## src/rtl/fetch_prefetch_queue.sv

```systemverilog
`default_nettype none
// ============================================================================
// Module   : fetch_prefetch_queue
// Brief    : RV32I instruction-fetch front end with a DEPTH-entry {pc, instr}
//            prefetch queue, hold-until-resp memory port and redirect squash.
// Revision : 1.0 - initial release
// ============================================================================
module fetch_prefetch_queue #(
    parameter int              XLEN     = 32,
    parameter int              DEPTH    = 4,
    parameter logic [XLEN-1:0] RESET_PC = 32'h60,
    parameter int              CNT_W    = 16
) (
    input  logic                       clk,
    input  logic                       rst_n,
    output logic                       read_a,
    output logic [XLEN-1:0]            address_a,
    input  logic                       resp_a,
    input  logic [XLEN-1:0]            rdata_a,
    input  logic                       redirect,
    input  logic [XLEN-1:0]            redirect_pc,
    output logic                       out_valid,
    input  logic                       out_ready,
    output logic [XLEN-1:0]            out_instr,
    output logic [XLEN-1:0]            out_pc,
    output logic [XLEN-1:0]            out_pc_plus4,
    output logic [$clog2(DEPTH+1)-1:0] occupancy,
    output logic [CNT_W-1:0]           squash_count
);

    localparam int              c_PTR_W      = $clog2(DEPTH);
    localparam int              c_OCC_W      = $clog2(DEPTH+1);
    localparam logic [XLEN-1:0] c_ALIGN_MASK = ~XLEN'(3);
    localparam logic [XLEN-1:0] c_INSTR_SZ   = XLEN'(4);

    typedef enum logic [1:0] {
        ST_IDLE   = 2'd0,
        ST_BUSY   = 2'd1,
        ST_SQUASH = 2'd2
    } state_t;

    state_t               r_state;
    logic [XLEN-1:0]      r_addr_q;
    logic [XLEN-1:0]      r_fetch_pc;
    logic [XLEN-1:0]      r_pc_mem    [DEPTH];
    logic [XLEN-1:0]      r_instr_mem [DEPTH];
    logic [c_PTR_W-1:0]   r_rd_ptr;
    logic [c_PTR_W-1:0]   r_wr_ptr;
    logic [c_OCC_W-1:0]   r_count;
    logic [CNT_W-1:0]     r_squash_count;

    state_t               w_state_nxt;
    logic [XLEN-1:0]      w_addr_nxt;
    logic [XLEN-1:0]      w_fetch_pc_nxt;
    logic                 w_squash_inc;
    logic                 w_pop;
    logic                 w_push;
    logic                 w_room;
    logic [c_OCC_W:0]     w_occ_nxt;
    logic [XLEN-1:0]      w_redir_pc;
    logic [XLEN-1:0]      w_redir_pc_inc;
    logic [XLEN-1:0]      w_fetch_pc_inc;

    assign w_pop          = out_valid & out_ready;
    assign w_push         = resp_a & (r_state == ST_BUSY) & ~redirect;
    assign w_occ_nxt      = {1'b0, r_count} + (c_OCC_W+1)'(w_push) - (c_OCC_W+1)'(w_pop);
    assign w_room         = w_occ_nxt < (c_OCC_W+1)'(DEPTH);
    assign w_redir_pc     = redirect_pc & c_ALIGN_MASK;
    assign w_redir_pc_inc = w_redir_pc + c_INSTR_SZ;
    assign w_fetch_pc_inc = r_fetch_pc + c_INSTR_SZ;

    always_comb begin
        w_state_nxt    = r_state;
        w_addr_nxt     = r_addr_q;
        w_fetch_pc_nxt = r_fetch_pc;
        w_squash_inc   = 1'b0;
        if (redirect) begin
            // Any response arriving with a redirect belongs to the old path.
            w_squash_inc = resp_a & (r_state != ST_IDLE);
            if ((r_state == ST_IDLE) || resp_a) begin
                w_state_nxt    = ST_BUSY;
                w_addr_nxt     = w_redir_pc;
                w_fetch_pc_nxt = w_redir_pc_inc;
            end else begin
                w_state_nxt    = ST_SQUASH;
                w_fetch_pc_nxt = w_redir_pc;
            end
        end else begin
            case (r_state)
                ST_IDLE: begin
                    if (w_room) begin
                        w_state_nxt    = ST_BUSY;
                        w_addr_nxt     = r_fetch_pc;
                        w_fetch_pc_nxt = w_fetch_pc_inc;
                    end
                end
                ST_BUSY: begin
                    if (resp_a) begin
                        if (w_room) begin
                            w_addr_nxt     = r_fetch_pc;
                            w_fetch_pc_nxt = w_fetch_pc_inc;
                        end else begin
                            w_state_nxt = ST_IDLE;
                        end
                    end
                end
                ST_SQUASH: begin
                    if (resp_a) begin
                        w_squash_inc   = 1'b1;
                        w_state_nxt    = ST_BUSY;
                        w_addr_nxt     = r_fetch_pc;
                        w_fetch_pc_nxt = w_fetch_pc_inc;
                    end
                end
                default: w_state_nxt = ST_IDLE;
            endcase
        end
    end

    always_ff @(posedge clk or negedge rst_n) begin
        if (!rst_n) begin
            r_state        <= ST_IDLE;
            r_addr_q       <= '0;
            r_fetch_pc     <= RESET_PC;
            r_squash_count <= '0;
        end else begin
            r_state    <= w_state_nxt;
            r_addr_q   <= w_addr_nxt;
            r_fetch_pc <= w_fetch_pc_nxt;
            if (w_squash_inc && (r_squash_count != '1)) begin
                r_squash_count <= r_squash_count + CNT_W'(1);
            end
        end
    end

    // Circular queue; DEPTH is a power of two so the pointers wrap naturally.
    always_ff @(posedge clk or negedge rst_n) begin
        if (!rst_n) begin
            r_rd_ptr <= '0;
            r_wr_ptr <= '0;
            r_count  <= '0;
            for (int i = 0; i < DEPTH; i++) begin
                r_pc_mem[i]    <= '0;
                r_instr_mem[i] <= '0;
            end
        end else if (redirect) begin
            r_rd_ptr <= '0;
            r_wr_ptr <= '0;
            r_count  <= '0;
        end else begin
            if (w_push) begin
                r_pc_mem[r_wr_ptr]    <= r_addr_q;
                r_instr_mem[r_wr_ptr] <= rdata_a;
                r_wr_ptr              <= r_wr_ptr + c_PTR_W'(1);
            end
            if (w_pop) begin
                r_rd_ptr <= r_rd_ptr + c_PTR_W'(1);
            end
            r_count <= w_occ_nxt[c_OCC_W-1:0];
        end
    end

    assign read_a       = (r_state != ST_IDLE);
    assign address_a    = r_addr_q;
    assign out_valid    = (r_count != '0);
    assign out_pc       = r_pc_mem[r_rd_ptr];
    assign out_instr    = r_instr_mem[r_rd_ptr];
    assign out_pc_plus4 = out_pc + c_INSTR_SZ;
    assign occupancy    = r_count;
    assign squash_count = r_squash_count;

endmodule
`default_nettype wire

```

## config.mk

```make
export PLATFORM = sky130hd
export DESIGN_NAME = fetch_prefetch_queue
export DESIGN_NICKNAME = d
export VERILOG_FILES = /design/src/rtl/fetch_prefetch_queue.sv
export SDC_FILE = /design/constraint.sdc
export NUM_CORES = 1
export LEC_CHECK = 0
export BUFFER_PORTS_ARGS = -buffer_cell sky130_fd_sc_hd__buf_2
export CAP_MARGIN = 20
export CORE_MARGIN = 4
export CORE_UTILIZATION = 63
export DETAILED_ROUTE_END_ITERATION = 8
export PLACE_DENSITY_LB_ADDON = 0.2
export SKIP_CTS_REPAIR_TIMING = 1
export SYNTH_ARGS = -nofsm -noshare
export SYNTH_HDL_FRONTEND = slang
export SYNTH_SLANG_ARGS = --single-unit
```

## constraint.sdc

```tcl
create_clock -name clk -period 10.14 [get_ports clk]
set_clock_uncertainty 0.15 [all_clocks]
set_input_delay 1.014 -clock clk [delete_from_list [all_inputs] [get_ports clk]]
set_output_delay 1.014 -clock clk [all_outputs]
set_load 0.02 [all_outputs]
```

# Word level (Yosys, flattened, before mapping)
# Index checks and enable logic that the tools add are counted.
# classes
n_addsub	8
magnitude_cmp	4
eq_ne	8
mux	37
bitwise_logic	7
n_reduce_logical	13
# op_table
cell	count
2-to-1 mux 32 bit	15
bitwise mux 128 bit	2
case mux 32 bit (3 select lines)	2
binary-select mux 32 bit (select 2 bit)	2
adder 32 x 3 -> 32 bit (second input constant)	3
demux 32 bit (select 2 bit)	1
2-to-1 mux 2 bit	10
adder 16 x 1 -> 16 bit (second input constant)	1
inequality test 16 bit (second input constant)	1
inequality test 3 bit (second input constant)	4
AND reduction 4 bit	2
>= comparator 3 bit (second input constant)	2
inverter 2 -> 3 bit	2
case mux 2 bit (3 select lines)	1
nonzero test 2 bit	3
adder 2 x 1 -> 2 bit (second input constant)	2
adder 3 x 1 -> 4 bit	1
bitwise AND 1 bit	4
less-than comparator 4 x 3 -> 1 bit (second input constant)	1
nonzero test 4 bit	1
subtractor 4 x 1 -> 4 bit	1
less-than comparator 3 x 1 -> 1 bit (second input constant)	1
2-to-1 mux 1 bit	3
2-to-1 mux 3 bit	1
other kinds (10)	11
# word_totals
register_bits	345
input_bits	69
output_inout_bits	149

# Depth between registers and ports, before layout
# logic_depth
word_depth	10
ltp_mapped	17
depth_no_buf	13

# Worst setup path after synthesis
# No wires, ideal clock.
# synth_path
kind	input-to-reg
startpoint	input resp_a
endpoint	register r_fetch_pc[21]
arrival_ns	3.804
required_time_ns	9.891
setup_slack_ns	6.087
cell_stages	16
path_buffers	3
path_cell_list	and2b_1 -> nand2_1 -> nor2_1 -> inv_1 -> ha_1 -> inv_1 -> ha_1 -> fa_1 -> nor3_1 -> a31o_1 -> buf_6 -> a21o_1 -> buf_2 -> clkbuf_1 -> nor3_1 -> a311oi_1
# synth_via
elab_chain_len	9
word_cells_on_any_way	14
classes_between	2 x add/sub; 1 x order compare; 2 x eq/ne; 5 x mux; 2 x bitwise; 2 x reduce/logical
# synth_lines
item	line	source
from (decl)	18	input logic resp_a,
bitwise AND 1 bit (2 in a row)	65	assign w_push = resp_a & (r_state == ST_BUSY) & ~redirect;
adder 3 x 1 -> 4 bit	66	assign w_occ_nxt = {1'b0, r_count} + (c_OCC_W+1)'(w_push) - (c_OCC_W+1)'(w_pop);
subtractor 4 x 1 -> 4 bit	66	
less-than comparator 4 x 3 -> 1 bit	67	assign w_room = w_occ_nxt < (c_OCC_W+1)'(DEPTH);
2-to-1 mux 32 bit (2 in a row)	--	
case mux 32 bit (3 select lines)	--	
2-to-1 mux 32 bit	77	if (redirect) begin
to (signal assigned)	129	r_fetch_pc <= w_fetch_pc_nxt;
to (decl)	44	logic [XLEN-1:0] r_fetch_pc;
# Parallel ways exist; a longest one is shown, timed or not. The select of a mux whose other input is x is not followed.
# A chain may end at the register's enable or synchronous reset.

# Worst setup path in the final report
# layout_path
startpoint	register r_rd_ptr[0]
endpoint	output out_pc_plus4[13]
# layout_via
elab_chain_len	5
# layout_lines
item	line	source
from (decl)	47	logic [c_PTR_W-1:0] r_rd_ptr;
from (signal assigned)	157	r_rd_ptr <= r_rd_ptr + c_PTR_W'(1);
inverter 2 -> 3 bit (not written as such)	166	assign out_pc = r_pc_mem[r_rd_ptr];
binary-select mux 32 bit (select 2 bit)	166	
2-to-1 mux 32 bit (not written as such) (2 in a row)	166	
adder 32 x 3 -> 32 bit	168	assign out_pc_plus4 = out_pc + c_INSTR_SZ;
to (decl)	26	output logic [XLEN-1:0] out_pc_plus4,
# Every way passes these cells. The select of a mux whose other input is x is not followed.

==> impl_metrics.tcl <==
set metrics [dict create \
    synth_top_family_by_area "multiplexers" \
    portBuffers 215 \
    powerDensity_nw_per_um2 311.3 \
    hpwl_mm 25.81 \
    cpPeakStageDelay_ps 960 \
    die_area_um2 29730 \
    drc 0 \
    maxCapViolCount 0 \
    ys_seq_elements 338 \
    period_share_pct 49.80 \
    required_ps 8980 \
    htreeDepth 2 \
    drtAntennaViolNets 0 \
    wl_mm 39.29 \
    ir_worst_vdd_mv 0.1648 \
    coreArea_um2 26350 \
    grt_max_degree 135 \
    clock_latency_ps 510 \
    yosys_most_used_dff "dfrtp_1" \
    slowest_stage "dfrtp_4" \
    cts_made_buffers 37 \
    slew_headroom_pct 29.59 \
    critPathKind "reg -> out" \
    initialDrtViolationCount 911 \
    grt_use_total_pct 26.57 \
    synth-edff-count 0 \
    startpoint_type "flop" \
    overflow 0 \
    ys_seq_area_share_pct 49.68 \
    hp-class "reg -> reg" \
    cp_num_cells 8 \
    fin_crit_ps 5050 \
    cts_sinks 338 \
    cts-root-buf "clkbuf_16" \
    finalSetupTns_ps 0 \
    ys_types 79 \
    status "finished, final reports clean" \
    grt_pass1_vias 11690 \
    row_count 59 \
    drive_gt1_share_pct 43.72 \
    startpoint "r_rd_ptr[0]$_DFFE_PN0P_" \
    gp_congestion 0.8697 \
    r2r_end "r_fetch_pc[6]$_DFFE_PN1P_" \
    arrival_ps 3890 \
    area_delta_synth_final_pct 13.81 \
    start_util_pct 64.63 \
    clk_pin_slew_ps 60 \
    synth.area.mux_share_pct 28.48 \
    final-setup-viol-count 0 \
    hold_viol_final 0 \
    wl_per_cell_um 21.26 \
    synth_nets 1379 \
    clockBufferDepth 3 \
    crit_chain "buf_4 > mux4_1 > and2_2 > nand2_2 > nor2_2 > and4_1 > xor2_1 > buf_2" \
    die_h_um 172.4 \
    cp_top_family "flip-flops" \
    grt_pass1_wl_mm 62.67 \
    reg2reg_slack_ps 5190 \
    p_leak_uw 0.009049 \
    viasPerCell 6.215 \
    fin_util_pct 73.55 \
    max_freq_mhz 198.0 \
    tightestPinTransition_ps 1056 \
    yosys.area_share.xor_xnor_pct 3.754 \
    ys_warn_count 0 \
    synth_fa_ha_area_share_pct 0.9991 \
    vias 11490 \
    worstSetupEndpointType "output pin" \
    synth_compound_area_share_pct 4.092 \
    regToRegStartpoint "r_state[1]$_DFFE_PN0P_" \
    synthSimpleGateAreaFrac_pct 10.13 \
    io_pins 218 \
    drv_slew 0 \
    die_w_um 172.4 \
    final_net_count 1569 \
    synth_area_um2 17030 \
    rsz0062_at_grt "no" \
    dr.pass1.iters 5 \
    rr_worst_depth 13 \
    synth_cells 1297 \
    cts_tree "built" \
    crit_fanout 39 \
    crit_buf_inv 2 \
    synthArstFlopShare_pct 100.0 \
    crit_end "out_pc_plus4[13]" \
    avgSynthCellArea_um2 13.13 \
    antenna_found_initial 1 \
]
flip-flops by register name, summed over array words and instances, names as in the netlist:
signal        flops
r_instr_mem     128
address_a        31
squash_count     16
r_state           2
r_rd_ptr          2
occupancy         3
r_pc_mem        124
r_fetch_pc       30
r_wr_ptr          2
final cells by class:
type	count	area [um^2]
sequential	338	8466
multi-input combinational	863	8103
inverter	23	86.33
tap	335	419.2
antenna	1	2.502
fill	1773	6970
timing repair buffer	224	1176
clock inverter	10	70.07
clock buffer	54	1061
how the worst min path moves through the flow:
stage / startpoint / endpoint / slack [ps] / cells past startpoint
6_report: squash_count[10]$_DFFE_PN0P_ / squash_count[10]$_DFFE_PN0P_ / 340 / 1
5_1_grt: r_pc_mem[91]$_DFFE_PN0P_ / r_pc_mem[91]$_DFFE_PN0P_ / 360 / 1
4_1_cts: squash_count[10]$_DFFE_PN0P_ / squash_count[10]$_DFFE_PN0P_ / 340 / 1
3_5_place_dp: squash_count[10]$_DFFE_PN0P_ / squash_count[10]$_DFFE_PN0P_ / 330 / 1
3_3_place_gp: squash_count[10]$_DFFE_PN0P_ / squash_count[10]$_DFFE_PN0P_ / 320 / 1
2_1_floorplan: r_pc_mem[66]$_DFFE_PN0P_ / r_pc_mem[66]$_DFFE_PN0P_ / 320 / 1
cells by family after synthesis:
| group | Yosys count |
|---|---|
| simple gates | 322 |
| buf+inv | 96 |
| mux | 365 |
| compound gates | 90 |
| xor+xnor | 73 |
| flops | 338 |
| fa+ha+maj | 13 |
cell usage after synthesis (7+ instances only):
master	instances	area (um^2)
xnor2_1	47	411.6
mux4_1	10	262.8
nor4_1	9	56.30
buf_2	35	175.2
nand2_1	80	300.3
a211oi_1	10	75.07
ha_1	12	150.1
nor2b_1	7	43.79
clkbuf_1	20	75.07
o21ai_0	17	85.08
mux2_2	296	3333
a21o_1	7	52.55
mux4_2	53	1194
or3_1	9	56.30
a21oi_1	8	40.04
and4_1	9	78.83
xor2_1	26	227.7
nand4_1	22	137.6
nand3_1	37	185.2
nor3_1	32	160.2
nor2_1	53	198.9
dfrtp_1	336	8408
inv_1	23	86.33
buf_4	9	67.56
and3_1	15	93.84
and2_1	12	75.07
per-layer routing:
| metal | global-route usage, % | up-vias | wire [um] |
|---|---|---|---|
| met5 | 0 | - | 0 |
| met4 | 7.109 | 0 | 833 |
| met3 | 3.246 | 65 | 2246 |
| met2 | 43.13 | 405 | 18730 |
| met1 | 38.63 | 5849 | 17480 |
| li1 | - | 5166 | - |
cell usage in the layout (no fill, tap or decap), types with 5 or more instances in the layout:
cell,instances
or3_1,9
nor2b_1,7
inv_1,23
and3_1,15
clkinv_2,6
a21oi_1,8
nor4_1,9
buf_2,213
nand2_4,6
nor3_1,32
nand3_1,37
nand4_1,22
clkbuf_8,5
mux4_1,10
clkbuf_1,11
xnor2_1,47
buf_4,9
mux4_2,53
nor2_1,53
o21ai_0,17
o211ai_1,6
a21o_1,7
nand2_1,80
clkbuf_16,38
mux2i_1,5
a22oi_1,6
mux2_2,296
dfrtp_1,334
and4_1,9
and2_1,12
xor2_1,26
ha_1,12
a211oi_1,10
report_power, final:
group          internal (uW)  total, uW  switching [uW]
Clock                    728       1250             519
Combinational           1140       2490            1360
Sequential              1860       2290             432
Total                   3730       6030            2310
metrics by stage:
stage / hold WS [ps] / total power, uW / cell area (um^2) / cells / worst slack (ps)
after CTS: 340.1 / 6058 / 19350 / 1846 / 4998
after global routing: 358.0 / 6366 / 19380 / 1848 / 4823
after detailed placement: 330.3 / 4791 / 18220 / 1782 / 4667
final: 339.7 / 6034 / 19380 / 1848 / 5090
after global placement: 320.3 / 4687 / 18220 / 1782 / 4743
after floorplan: 320.4 / 4012 / 17030 / 1297 / 6087
worst register-to-register path: cells and delay by family, from the launching register on:
family | cells | cell delay (ps)
adder cells (fa/ha/maj) | 3 | 940
AO/OA/AOI/OAI | 3 | 1590
buffers and inverters | 2 | 150
AND/OR/NAND/NOR | 5 | 1530
flip-flops | 1 | 510
No activity file was read; power rests on OpenSTA's default activity.
